--- src/rtl/ff_bank_ctrl.sv ---
// Set/reset pin driver for a DFF bank: handshaked commands become registered,
// fixed-width pulses on the bank's sync/async set/reset pins, plus power-on reset release.
module ff_bank_ctrl #(
    parameter int HOLD_CYC    = 4,
    parameter int SYNC_STAGES = 2
) (
    input  logic       clk,
    input  logic       ar,
    input  logic       cmd_valid,
    input  logic [1:0] cmd_op,
    output logic       cmd_ready,
    output logic       sr_o,
    output logic       ss_o,
    output logic       ar_o,
    output logic       as_o,
    output logic       busy,
    output logic       done
);

    // state   | meaning
    // BOOT    | bank held in async reset, waiting for reset release to synchronize
    // IDLE    | waiting for a command
    // HOLD_SR | sr_o asserted
    // HOLD_SS | ss_o asserted
    // HOLD_AR | ar_o asserted (low)
    // HOLD_AS | as_o asserted (low)
    // DONE    | one-cycle completion pulse
    typedef enum logic [2:0] {
        BOOT, IDLE, HOLD_SR, HOLD_SS, HOLD_AR, HOLD_AS, DONE
    } state_t;

    localparam int         HOLD_EFF  = (HOLD_CYC < 1) ? 1 : ((HOLD_CYC > 15) ? 15 : HOLD_CYC);
    localparam logic [3:0] HOLD_LOAD = 4'(HOLD_EFF - 1);

    state_t                   state, state_d;
    logic [3:0]               cnt, cnt_d;
    logic                     accept;
    // The last synchronizer stage is the state/ar_o register itself.
    logic [SYNC_STAGES-2:0]   sync_q;

    always_ff @(posedge clk or negedge ar) begin
        if (!ar) begin
            sync_q <= '0;
        end else begin
            sync_q[0] <= 1'b1;
            for (int i = 1; i < SYNC_STAGES - 1; i++)
                sync_q[i] <= sync_q[i-1];
        end
    end

    always_ff @(posedge clk or negedge ar) begin
        if (!ar) begin
            state <= BOOT;
            cnt   <= '0;
        end else begin
            state <= state_d;
            cnt   <= cnt_d;
        end
    end

    always_comb begin
        state_d = state;
        cnt_d   = cnt;
        accept  = (state == IDLE) && cmd_ready && cmd_valid;
        case (state)
            BOOT: if (sync_q[SYNC_STAGES-2]) state_d = IDLE;
            IDLE: begin
                if (accept) begin
                    cnt_d = HOLD_LOAD;
                    case (cmd_op)
                        2'b00:   state_d = HOLD_SR;
                        2'b01:   state_d = HOLD_SS;
                        2'b10:   state_d = HOLD_AR;
                        default: state_d = HOLD_AS;
                    endcase
                end
            end
            HOLD_SR, HOLD_SS, HOLD_AR, HOLD_AS: begin
                if (cnt == 4'd0) state_d = DONE;
                else             cnt_d   = cnt - 4'd1;
            end
            DONE:    state_d = IDLE;
            default: state_d = BOOT;
        endcase
    end

    // Outputs decode the next state into flops so no input reaches a pin combinationally.
    always_ff @(posedge clk or negedge ar) begin
        if (!ar) begin
            sr_o      <= 1'b0;
            ss_o      <= 1'b0;
            ar_o      <= 1'b0;
            as_o      <= 1'b1;
            cmd_ready <= 1'b0;
            busy      <= 1'b1;
            done      <= 1'b0;
        end else begin
            sr_o      <= (state_d == HOLD_SR);
            ss_o      <= (state_d == HOLD_SS);
            ar_o      <= (state_d != BOOT) && (state_d != HOLD_AR);
            as_o      <= (state_d != HOLD_AS);
            cmd_ready <= (state_d == IDLE) && (state != BOOT);
            busy      <= (state_d != IDLE);
            done      <= (state_d == DONE);
        end
    end

endmodule
--- config.mk ---
export PLATFORM = sky130hd
export DESIGN_NAME = ff_bank_ctrl
export DESIGN_NICKNAME = d
export VERILOG_FILES = /design/src/rtl/ff_bank_ctrl.sv
export SDC_FILE = /design/constraint.sdc
export NUM_CORES = 1
export LEC_CHECK = 0
export ABC_AREA = 1
export CAP_MARGIN = 0
export CORE_MARGIN = 3
export CORE_UTILIZATION = 29
export DETAILED_ROUTE_END_ITERATION = 6
export GPL_ROUTABILITY_DRIVEN = 0
export PLACE_DENSITY = 0.48
export SYNTH_ARGS = -nofsm -noshare
export SYNTH_HDL_FRONTEND = slang
export SYNTH_SLANG_ARGS = --single-unit
--- constraint.sdc ---
create_clock -name clk -period 1.2 [get_ports clk]
set_input_delay 0.3 -clock clk [delete_from_list [all_inputs] [get_ports clk]]
set_output_delay 0.3 -clock clk [all_outputs]
set_load 0.02 [all_outputs]
==> impl_results.md, run 1 <==
- Outcome: finished with violations
- Failing checks: setup timing
- Share of cells above drive strength 1: 57.3%
- Fin crit period: 1.23 ns
- Wirelength per Cell: 11.9 um
- Tot Pwr: 0.00265 W
- Synth Area in Compound Gates: 2.28%
- Post-synth net total: 86
- Pre-CTS WS: -0.386 ns
- Max incr delay on CP: 0.54 ns
- Gr ovfl total: 0
- Worst VDD drop: 1.31 mV
- CP cell instances: buf_6
- Die height: 55.6 um
- CTS tree: built
- Crit-path slowest cell: dfstp_2
- P_sw: 0.00118 W
- Via/cell ratio: 4.53
- Net Sw Frac: 44.4%
- Flip-flop and latch area: 383 um^2
- Routed wire length: 1550 um
- Die X: 55.6 um
- Layout Skew: 0.00116 ns
- Post-DP HPWL: 1120 um
- Root Driver: clkbuf_4
- Io pins: 12
- First-pass GRT wire length: 2660 um
- Syn_area_per_cell: 9.04 um^2
- DIE AREA: 3100 um^2
- Synthesized cell area: 714 um^2
- Critical path launch point type: flop
- Layer with the highest usage: met2
- Synthesized flop and latch total: 15
- Initial Util: 31.4%
- Total GRT Usage: 11.2%
- Post-synthesis mux area share: 0%
- Area share of fa/ha/maj cells after synthesis: 3.50%
- Layout Nets: 111
- Cell area after layout: 1060 um^2
- LEAKAGE: 0.514 nW
- Max FO, Critical Path: 1
- Ant diodes: 0
- RSZ-0062 raised after global routing: true
- Clk pin slew, worst setup/hold paths: 0.09 ns
- Largest regs: cnt x4, state x3
- Final hold viol count: 0
- I/O Buffers: 11
- Area after DPL: 928 um^2
- Vias: 594
- Final-report max-slew violation count: 0
- XOR/XNOR Fraction of Synth Area: 0%
- Comb pwr share: 55.7%
- Grt met3 use: 2.78%
- Min setup slack post-route: -0.0254 ns
- Pwr dens: 2490 nW/um^2
- Clock Path Buffers: 2
- FP Rows: 17
- Sequential cell fraction of total power: 33.5%
- Syn Inst Count: 79
- Post-synth EDFFs: 0
- Max-Cap Viols: 0
- Setup Viol. Count Final: 3
- Synth async-reset ratio: 100%
- DR pass1 iterations: 2
- Area of the multi-input gates: 390 um^2
- Clock Sinks: 15
- Clk pwr share: 10.8%
- Inserted Clock Buffers: 3
- Antenna violations before repair: 0
- CP Capture Type: output pin
- Largest family of logic cells by synthesized area: simple AND/OR/NAND/NOR gates
- Simple-gate area share of the yosys netlist: 34.5%
- Global-route track usage on met1: 13.4%
- Core ar.: 2280 um^2
- Max reg flops: 4
- Sequential share of the synthesized area: 52.9%
- Buffer and inverter count on the worst path: 1
- Hold Path Class: in -> async
- Setup tns final: -0.0594 ns
- Synth warn: 0
- Number of global-route vias before repair: 614
- 1st-iter DRT viols: 7
- Clk_lat worst skew: 0.28 ns
- Antenna viol nets, final: 0
- Max Fclk: 816 MHz
- Hold slack: 0.343 ns
- Fill count: 204
- Top FF cell, synth: dfrtp_1
- Top delay family on crit path: flip-flops
- Final Cycle Share: 102%
- Synth unique cells: 22
- Cts hold-fix bufs: 0
- Residual DRC count: 0
- Internal Pwr Total: 0.00147 W
- Largest net degree at the start of global routing: 16
- Top reg by flops: cnt
- Commonest cells after routing, fill and taps aside: 9 x nand2_1, 9 x dfrtp_1, 7 x nand2_2
- Met2 usage: 17.1%
- Arr. time, crit path: 0.93 ns
- Area delta synth->final: 49.0%
- WP data required: 0.90 ns
- Htree depth: 1
- Critical path class: reg -> out
[Yosys cell counts, types with 2 or more instances]
master / instances / area share (%)
nor2_1: 8 / 4.2
nor2_2: 2 / 1.8
nor3_1: 2 / 1.4
nand3_2: 3 / 4.2
nand3_1: 5 / 3.5
ha_1: 2 / 3.5
inv_1: 10 / 5.3
nand2_2: 4 / 3.5
dfstp_2: 2 / 7.4
nand4_1: 3 / 2.6
dfrtp_1: 13 / 46
nand2_1: 15 / 7.9
[metal layers]
layer / part of all wire (%) / wire length, um
met5: 0 / 0
met4: 2.3 / 36
met3: 2.8 / 44
met2: 50 / 781
met1: 45 / 693
[cell type report]
type	count	share of cell area [%]
flip-flops and latches	15	36.0
repair buffers	20	17.0
multi-input cells	52	36.7
clock buffers	3	2.12
inverters	12	4.47
clock inverters	1	0.470
well taps	28	3.29
[path summary, 6_finish.rpt]
| path | from | endpoint | slack (ns) | cells after the start |
|---|---|---|---|---|
| worst max-delay path | busy$_DFF_PN1_ | busy | -0.03 | 1 |
| worst min-delay path | ar | cnt[1]$_DFFE_PN0P_ | 0.34 | 2 |
| worst max register to register | cnt[1]$_DFFE_PN0P_ | cmd_ready$_DFF_PN0_ | -0.01 | 9 |
| worst min register to register | cnt[3]$_DFFE_PN0P_ | cnt[3]$_DFFE_PN0P_ | 0.56 | 3 |
| max in group asynchronous | ar | as_o$_DFF_PN1_ | 0.65 | 2 |
| min in group clk | cnt[3]$_DFFE_PN0P_ | cnt[3]$_DFFE_PN0P_ | 0.56 | 3 |
[power by group through the flow]
stage / Clock (W) / Combinational (W) / Sequential, W
after floorplan: 0 / 0.000653 / 0.000925
final: 0.000287 / 0.00148 / 0.000887
after global routing: 0.000327 / 0.00163 / 0.000911
after detailed placement: 0 / 0.00119 / 0.000851
after CTS: 0.000300 / 0.00137 / 0.000870
after global placement: 0 / 0.00118 / 0.000848
[through the flow]
stage / util [%] / instances
finish: 46.8 / 131
detailed placement: 40.8 / 125
floorplan: - / 79
global placement: 40.8 / 125
global route: 46.8 / 131
CTS: 44.9 / 131
[cell families (layout without fill, tap and decap cells)]
| group | count (synthesis) | count (layout) |
|---|---|---|
| simple gates | 46 | 46 |
| flops | 15 | 15 |
| buf+inv | 12 | 36 |
| compound gates | 3 | 3 |
| fa+ha+maj | 2 | 2 |
| other cells | 1 | 1 |
[repair_timing]
item                       in CTS  in global routing
pin swaps                      10                  3
setup buffers                   2                  0
gates cloned                    0                  0
hold endpoints to repair        0                  0
setup endpoints to repair      19                 14
gates resized for setup        55                 13
Power figures use the tool's default switching activity.
==> inputs of run 2 (changes only) <==
--- a/config.mk
+++ b/config.mk
@@ -8,10 +8,11 @@
 export ABC_AREA = 1
 export CAP_MARGIN = 0
 export CORE_MARGIN = 3
-export CORE_UTILIZATION = 29
+export CORE_UTILIZATION = 53
 export DETAILED_ROUTE_END_ITERATION = 6
 export GPL_ROUTABILITY_DRIVEN = 0
-export PLACE_DENSITY = 0.48
+export PLACE_DENSITY = 0.77
+export REMOVE_ABC_BUFFERS = 1
 export SYNTH_ARGS = -nofsm -noshare
 export SYNTH_HDL_FRONTEND = slang
 export SYNTH_SLANG_ARGS = --single-unit
==> constraint.sdc (replaced) <==
create_clock -name clk -period 1.6 [get_ports clk]
set_input_delay 0.4 -clock clk [delete_from_list [all_inputs] [get_ports clk]]
set_output_delay 0.4 -clock clk [all_outputs]
set_load 0.02 [all_outputs]
==> run 2 against run 1 <==
Compared with the run above:
- combinational power down 48%
- non-clock buffer count fell by 6
- flip-flop and latch count did not move
- the flow now finishes without violations
- register-to-register slack improved by 0.22 ns
- sequential share of layout area is 6.8 points higher
- clock power decreased by 24%
- design area shrank 17%
- global-route usage rose by 6.3 points
==> impl_results.md, run 2 (synthesis results as in run 1) <==
- FP Rows: 12 (was 17)
- Commonest cells after routing, fill and taps aside: 15 x nand2_1, 13 x dfrtp_1, 10 x inv_1 (was 9 x nand2_1, 9 x dfrtp_1, 7 x nand2_2)
- Gr ovfl total: 0 (unchanged)
- R2r setup slk: 0.21 ns (was -0.01 ns)
- Max incr delay on CP: 0.53 ns (was 0.54 ns)
- Reg-to-Reg End: sr_o$_DFF_PN0_ (was cmd_ready$_DFF_PN0_)
- Outcome: complete, no violations (was finished with violations)
- Arr. time, crit path: 1.14 ns (was 0.93 ns)
- Number of global-route vias before repair: 527 (was 614)
- CP Capture Type: output pin (unchanged)
- Clock Path Buffers: 2 (unchanged)
- DIE AREA: 1820 um^2 (was 3100 um^2)
- Antenna violations before repair: 0 (unchanged)
- Max FO, Critical Path: 1 (unchanged)
- Crit-path slowest cell: dfstp_2 (unchanged)
- Max Fclk: 649 MHz
- Worst Reg-to-Reg Cells: 8 (was 9)
- Top reg by flops: cnt (unchanged)
- Top delay family on crit path: flip-flops (unchanged)
- LEAKAGE: 0.477 nW (was 0.514 nW)
- Clk pin slew, worst setup/hold paths: 0.09 ns (about the same)
- Routed wire length: 1340 um (was 1550 um)
- RSZ-0062 raised after global routing: false (was true)
- Htree depth: 1 (unchanged)
- Most common cell after layout, fill and taps aside: nand2_1
- I/O Buffers: 11 (unchanged)
- Via/cell ratio: 5.18 (was 4.53)
- Layout Skew: 0.00792 ns (was 0.00116 ns)
- Layout Nets: 105 (was 111)
- Root Driver: clkbuf_4 (unchanged)
- Fin crit period: 1.54 ns
- Die X: 42.7 um (was 55.6 um)
- Total GRT Usage: 17.5% (was 11.2%)
- Inserted Clock Buffers: 3 (unchanged)
- DR pass1 iterations: 4 (was 2)
- Placed Cells: 107 (was 125)
- Final-report max-slew violation count: 0 (unchanged)
- Residual DRC count: 0 (unchanged)
- Largest regs: cnt x4, state x3 (unchanged)
- Largest net degree at the start of global routing: 16 (unchanged)
- Core ar.: 1190 um^2 (was 2280 um^2)
- CP cell instances: dlygate4sd2_1 (was buf_6)
- Pwr dens: 1820 nW/um^2 (was 2490 nW/um^2)
- Post-layout util: 74.5% (was 46.8%)
- Area delta synth->final: 23.6% (was 49.0%)
- Wirelength per Cell: 12.1 um (was 11.9 um)
- Setup Viol. Count Final: 0 (was 3)
- Ant diodes: 0 (unchanged)
- Die height: 42.7 um (was 55.6 um)
- Post-CTS setup buffer count: 0 (was 2)
- CTS tree: built (unchanged)
- Share of cells above drive strength 1: 23.7% (was 57.3%)
- Worst VDD drop: 0.952 mV (was 1.31 mV)
- Final Cycle Share: 96.3%
- Post-DP HPWL: 1020 um (was 1120 um)
- Critical path launch point type: flop (unchanged)
- Reg2reg start: cnt[0]$_DFFE_PN0P_ (was cnt[1]$_DFFE_PN0P_)
- WP data required: 1.20 ns (was 0.90 ns)
- Cts hold-fix bufs: 0 (unchanged)
- First-pass GRT wire length: 2290 um (was 2660 um)
- 1st-iter DRT viols: 13 (was 7)
- Final hold viol count: 0 (unchanged)
- Initial Util: 60.2% (was 31.4%)
- Hold Path Class: in -> async (unchanged)
- Vias: 575 (was 594)
- Antenna viol nets, final: 0 (unchanged)
- Max-Cap Viols: 0 (unchanged)
- Fill count: 98 (was 204)
- Buffer and inverter count on the worst path: 1 (unchanged)
- Io pins: 12 (unchanged)
- Critical path class: reg -> out (unchanged)
- Clock Sinks: 15 (unchanged)
- Non-Filler Instances: 111 (was 131)
- Max reg flops: 4 (unchanged)
- Clk_lat worst skew: 0.29 ns (was 0.28 ns)
[run 2: worst max-delay path by stage]
stage	start	to	slack, ns	cells after the start
floorplan	cnt[0]$_DFFE_PN0P_	cmd_ready$_DFF_PN0_	0.37	9
global placement	cmd_valid	ar_o$_DFF_PN0_	-0.07	7
detailed placement	cmd_valid	ar_o$_DFF_PN0_	-0.08	7
CTS	as_o$_DFF_PN1_	as_o	0.05	1
global route	as_o$_DFF_PN1_	as_o	0.03	1
finish	as_o$_DFF_PN1_	as_o	0.06	1
[run 2: metal layers]
layer  global-route usage (%)  share of wire, %  vias up
met5                        0                 0        -
met4                     13.7               3.1        0
met3                     5.08               3.7        4
met2                     25.7                48       11
met1                     21.0                45      277
li1                         -                 -      283
[run 2: cell type report]
| cell class | instances | area (um^2) | share of cell area, % |
|---|---|---|---|
| tap | 14 | 17.5 | 1.98 |
| multi-input combinational | 52 | 292 | 33.0 |
| timing repair buffer | 14 | 124 | 14.0 |
| clock buffer | 3 | 22.5 | 2.55 |
| inverter | 12 | 45.0 | 5.10 |
| clock inverter | 1 | 5.00 | 0.567 |
| sequential | 15 | 378 | 42.8 |
[run 2: per-stage QoR]
step	worst slack (ns)	total power (W)	hold WS [ns]	TNS, ns	instance area [um^2]
floorplan	0.369	0.00117	0.104	0	714
global placement	-0.0683	0.00142	0.531	-0.142	865
detailed placement	-0.0764	0.00145	0.551	-0.191	865
CTS	0.0487	0.00162	0.416	0	883
global route	0.0318	0.00174	0.425	0	883
finish	0.0593	0.00161	0.416	0	883
[run 2: worst register-to-register path, stage by stage, from the launching register on]
cell and delay [ns]:
dfrtp_1 0.35, inv_1 0.08, ha_1 0.23, nand2_1 0.16, nand2_1 0.08, nand2_2 0.06
nand2_2 0.05, buf_4 0.15, nor3_2 0.15
[run 2: timing repair]
action / 4_1_cts / 5_1_grt
endpoints found under the setup margin: 7 / 0
hold endpoints to repair: 0 / 0
resized for setup: 7 / 0
[run 2: report_power, final]
| group | switching, W | internal [W] | leakage, nW |
|---|---|---|---|
| clock | 0.000125 | 0.0000929 | 0.0177 |
| combinational | 0.000496 | 0.000270 | 0.277 |
| sequential | 0.0000929 | 0.000529 | 0.182 |
| total | 0.000715 | 0.000892 | 0.477 |
==> inputs of run 3 (changes only) <==
--- a/config.mk
+++ b/config.mk
@@ -8,10 +8,10 @@
 export ABC_AREA = 1
 export CAP_MARGIN = 0
 export CORE_MARGIN = 3
-export CORE_UTILIZATION = 53
+export CORE_UTILIZATION = 40
 export DETAILED_ROUTE_END_ITERATION = 6
 export GPL_ROUTABILITY_DRIVEN = 0
-export PLACE_DENSITY = 0.77
+export PLACE_DENSITY = 0.6
 export REMOVE_ABC_BUFFERS = 1
 export SYNTH_ARGS = -nofsm -noshare
 export SYNTH_HDL_FRONTEND = slang
==> constraint.sdc (replaced) <==
create_clock -name clk -period 1.7 [get_ports clk]
set_input_delay 0.425 -clock clk [delete_from_list [all_inputs] [get_ports clk]]
set_output_delay 0.425 -clock clk [all_outputs]
set_load 0.02 [all_outputs]
==> run 3 against run 2 <==
Compared with the run above:
- setup slack lost 0.016 ns
- combinational power down 5.9%
- critical path depth stayed put
- design area is 1.3% higher
- sequential power shrank 5.9%
- sequential share of layout area fell by 0.54 points
- clock power down 3%
- via count down 5.6%
- final cell count increased by 7.2%
- die area up 28%
- largest power group unchanged
==> impl_results.md, run 3 (synthesis results as in run 1) <==
- Clock Path Buffers: 2 (unchanged)
- Top reg by flops: cnt (unchanged)
- Reg2reg start: cnt[0]$_DFFE_PN0P_ (unchanged)
- Post-DP HPWL: 995 um (was 1020 um)
- Routed wire length: 1300 um (was 1340 um)
- Buffer and inverter count on the worst path: 1 (unchanged)
- Hold Path Class: in -> async (unchanged)
- Die height: 48.3 um (was 42.7 um)
- Most common cell after layout, fill and taps aside: nand2_1 (unchanged)
- Largest net degree at the start of global routing: 16 (unchanged)
- Root Driver: clkbuf_4 (unchanged)
- Crit-path slowest cell: clkdlybuf4s50_1 (was dfstp_2)
- Clock Sinks: 15 (unchanged)
- P_sw: 0.000663 W (was 0.000715 W)
- Area delta synth->final: 25.2% (was 23.6%)
- Gr ovfl total: 0 (unchanged)
- Clk_lat worst skew: 0.29 ns (about the same)
- Critical path origin: ss_o$_DFF_PN0_ (was as_o$_DFF_PN1_)
- Arr. time, crit path: 1.23 ns (was 1.14 ns)
- Net Sw Frac: 43.7% (was 44.5%)
- Pwr dens: 1700 nW/um^2 (was 1820 nW/um^2)
- Largest regs: cnt x4, state x3 (unchanged)
- Max FO, Critical Path: 1 (unchanged)
- Die X: 48.3 um (was 42.7 um)
- Antenna viol nets, final: 0 (unchanged)
- Fin crit period: 1.66 ns
- DR pass1 iterations: 4 (unchanged)
- Initial Util: 44.8% (was 60.2%)
- LEAKAGE: 0.478 nW (was 0.477 nW)
- Final Cycle Share: 97.5%
- Setup tns final: 0 ns (unchanged)
- CP Capture Type: output pin (unchanged)
- Vias: 543 (was 575)
- Critical path launch point type: flop (unchanged)
- Wirelength per Cell: 10.9 um (was 12.1 um)
- Final hold viol count: 0 (unchanged)
- I/O Buffers: 11 (unchanged)
- Total GRT Usage: 13.4% (was 17.5%)
- Commonest cells after routing, fill and taps aside: 15 x nand2_1, 13 x dfrtp_1, 10 x inv_1 (unchanged)
- Cell area after layout: 895 um^2 (was 883 um^2)
- Final-report max-slew violation count: 0 (unchanged)
- Outcome: complete, no violations (unchanged)
- Critical path class: reg -> out (unchanged)
- Worst VDD drop: 0.867 mV (was 0.952 mV)
- CP cell instances: clkdlybuf4s50_1 (was dlygate4sd2_1)
- Post-layout util: 56.1% (was 74.5%)
- Number of global-route vias before repair: 517 (was 527)
- Top delay family on crit path: buffers and inverters (was flip-flops)
- Antenna violations before repair: 0 (unchanged)
- Cts hold-fix bufs: 0 (unchanged)
- Layout Nets: 103 (was 105)
- Sequential cell fraction of total power: 38.6% (was 38.7%)
- Max Fclk: 604 MHz
- WP data required: 1.27 ns (was 1.20 ns)
- 1st-iter DRT viols: 4 (was 13)
- Clk pwr share: 13.9% (was 13.6%)
- CTS tree: built (unchanged)
- Max reg flops: 4 (unchanged)
- Layout Skew: 0.00612 ns (was 0.00792 ns)
- DIE AREA: 2330 um^2 (was 1820 um^2)
- Core ar.: 1590 um^2 (was 1190 um^2)
- Min setup slack post-route: 0.0430 ns (was 0.0593 ns)
- Post-CTS setup buffer count: 0 (unchanged)
- Max-Cap Viols: 0 (unchanged)
- Via/cell ratio: 4.56 (was 5.18)
- Clk pin slew, worst setup/hold paths: 0.10 ns (was 0.09 ns)
- Setup Viol. Count Final: 0 (unchanged)
- Pre-CTS WS: 0.00963 ns (was -0.0764 ns)
- First-pass GRT wire length: 2150 um (was 2290 um)
- Internal Pwr Total: 0.000855 W (was 0.000892 W)
- Area after DPL: 862 um^2 (was 865 um^2)
- FP Rows: 14 (was 12)
- Residual DRC count: 0 (unchanged)
- RSZ-0062 raised after global routing: false (unchanged)
- Max incr delay on CP: 0.60 ns (was 0.53 ns)
- Inserted Clock Buffers: 3 (unchanged)
- Share of cells above drive strength 1: 22.1% (was 23.7%)
- Ant diodes: 0 (unchanged)
- Htree depth: 1 (unchanged)
- Io pins: 12 (unchanged)
- Tot Pwr: 0.00152 W (was 0.00161 W)
- Comb pwr share: 47.6% (was 47.7%)
==> run 3: changes by cell type in the layout (fill, tap and decap cells not counted) <==
cell,previous run,this run
clkdlybuf4s50_1,4,7
dlymetal6s2s_1,0,2
dlygate4sd2_1,7,2
clkinvlp_4,0,1
buf_4,3,1
clkinv_2,1,0
==> run 3: power groups by stage <==
stage | Sequential, W | Clock (W) | Combinational (W)
finish | 0.000585 | 0.000211 | 0.000722
global route | 0.000603 | 0.000237 | 0.000812
CTS | 0.000587 | 0.000217 | 0.000734
detailed placement | 0.000593 | 0 | 0.000741
global placement | 0.000594 | 0 | 0.000735
floorplan | 0.000649 | 0 | 0.000455
==> run 3: path summary, 6_finish.rpt <==
path                                        to  slack, ns  cells after the start
max                                       ss_o       0.04                      1
min                         cnt[1]$_DFFE_PN0P_       0.44                      2
max reg2reg                cmd_ready$_DFF_PN0_       0.32                      9
min reg2reg                 cnt[3]$_DFFE_PN0P_       0.55                      3
max in group asynchronous       busy$_DFF_PN1_       1.02                      2
min in group clk            cnt[3]$_DFFE_PN0P_       0.55                      3
==> run 3: cell type report <==
class                      count  area, um^2
fill                         155         699
sequential                    15         378
multi-input combinational     52         292
timing repair buffer          12         120
inverter                      12        45.0
tap                           24        30.0
clock buffer                   3        22.5
clock inverter                 1        7.51
==> run 3: timing repair <==
| item | in CTS | in global routing |
|---|---|---|
| hold endpoints to repair | 0 | 0 |
| pin swaps | 0 | 0 |
| endpoints found under the setup margin | 2 | 2 |
| resized for setup | 2 | 2 |
==> run 3: stage by stage <==
step / cells / hold slack [ns]
6_report: 119 / 0.438
5_1_grt: 119 / 0.441
4_1_cts: 119 / 0.445
3_5_place_dp: 115 / 0.538
3_3_place_gp: 115 / 0.520
2_1_floorplan: 79 / 0.129
==> run 3: per-layer routing <==
layer	routed length (um)	share of wire, %	up-vias	track usage [%]
met4	10	0.77	0	1.61
met5	0	0	-	0
met3	82	6.3	2	6.64
met1	635	49	249	18.8
met2	574	44	13	19.3
li1	-	-	279	-
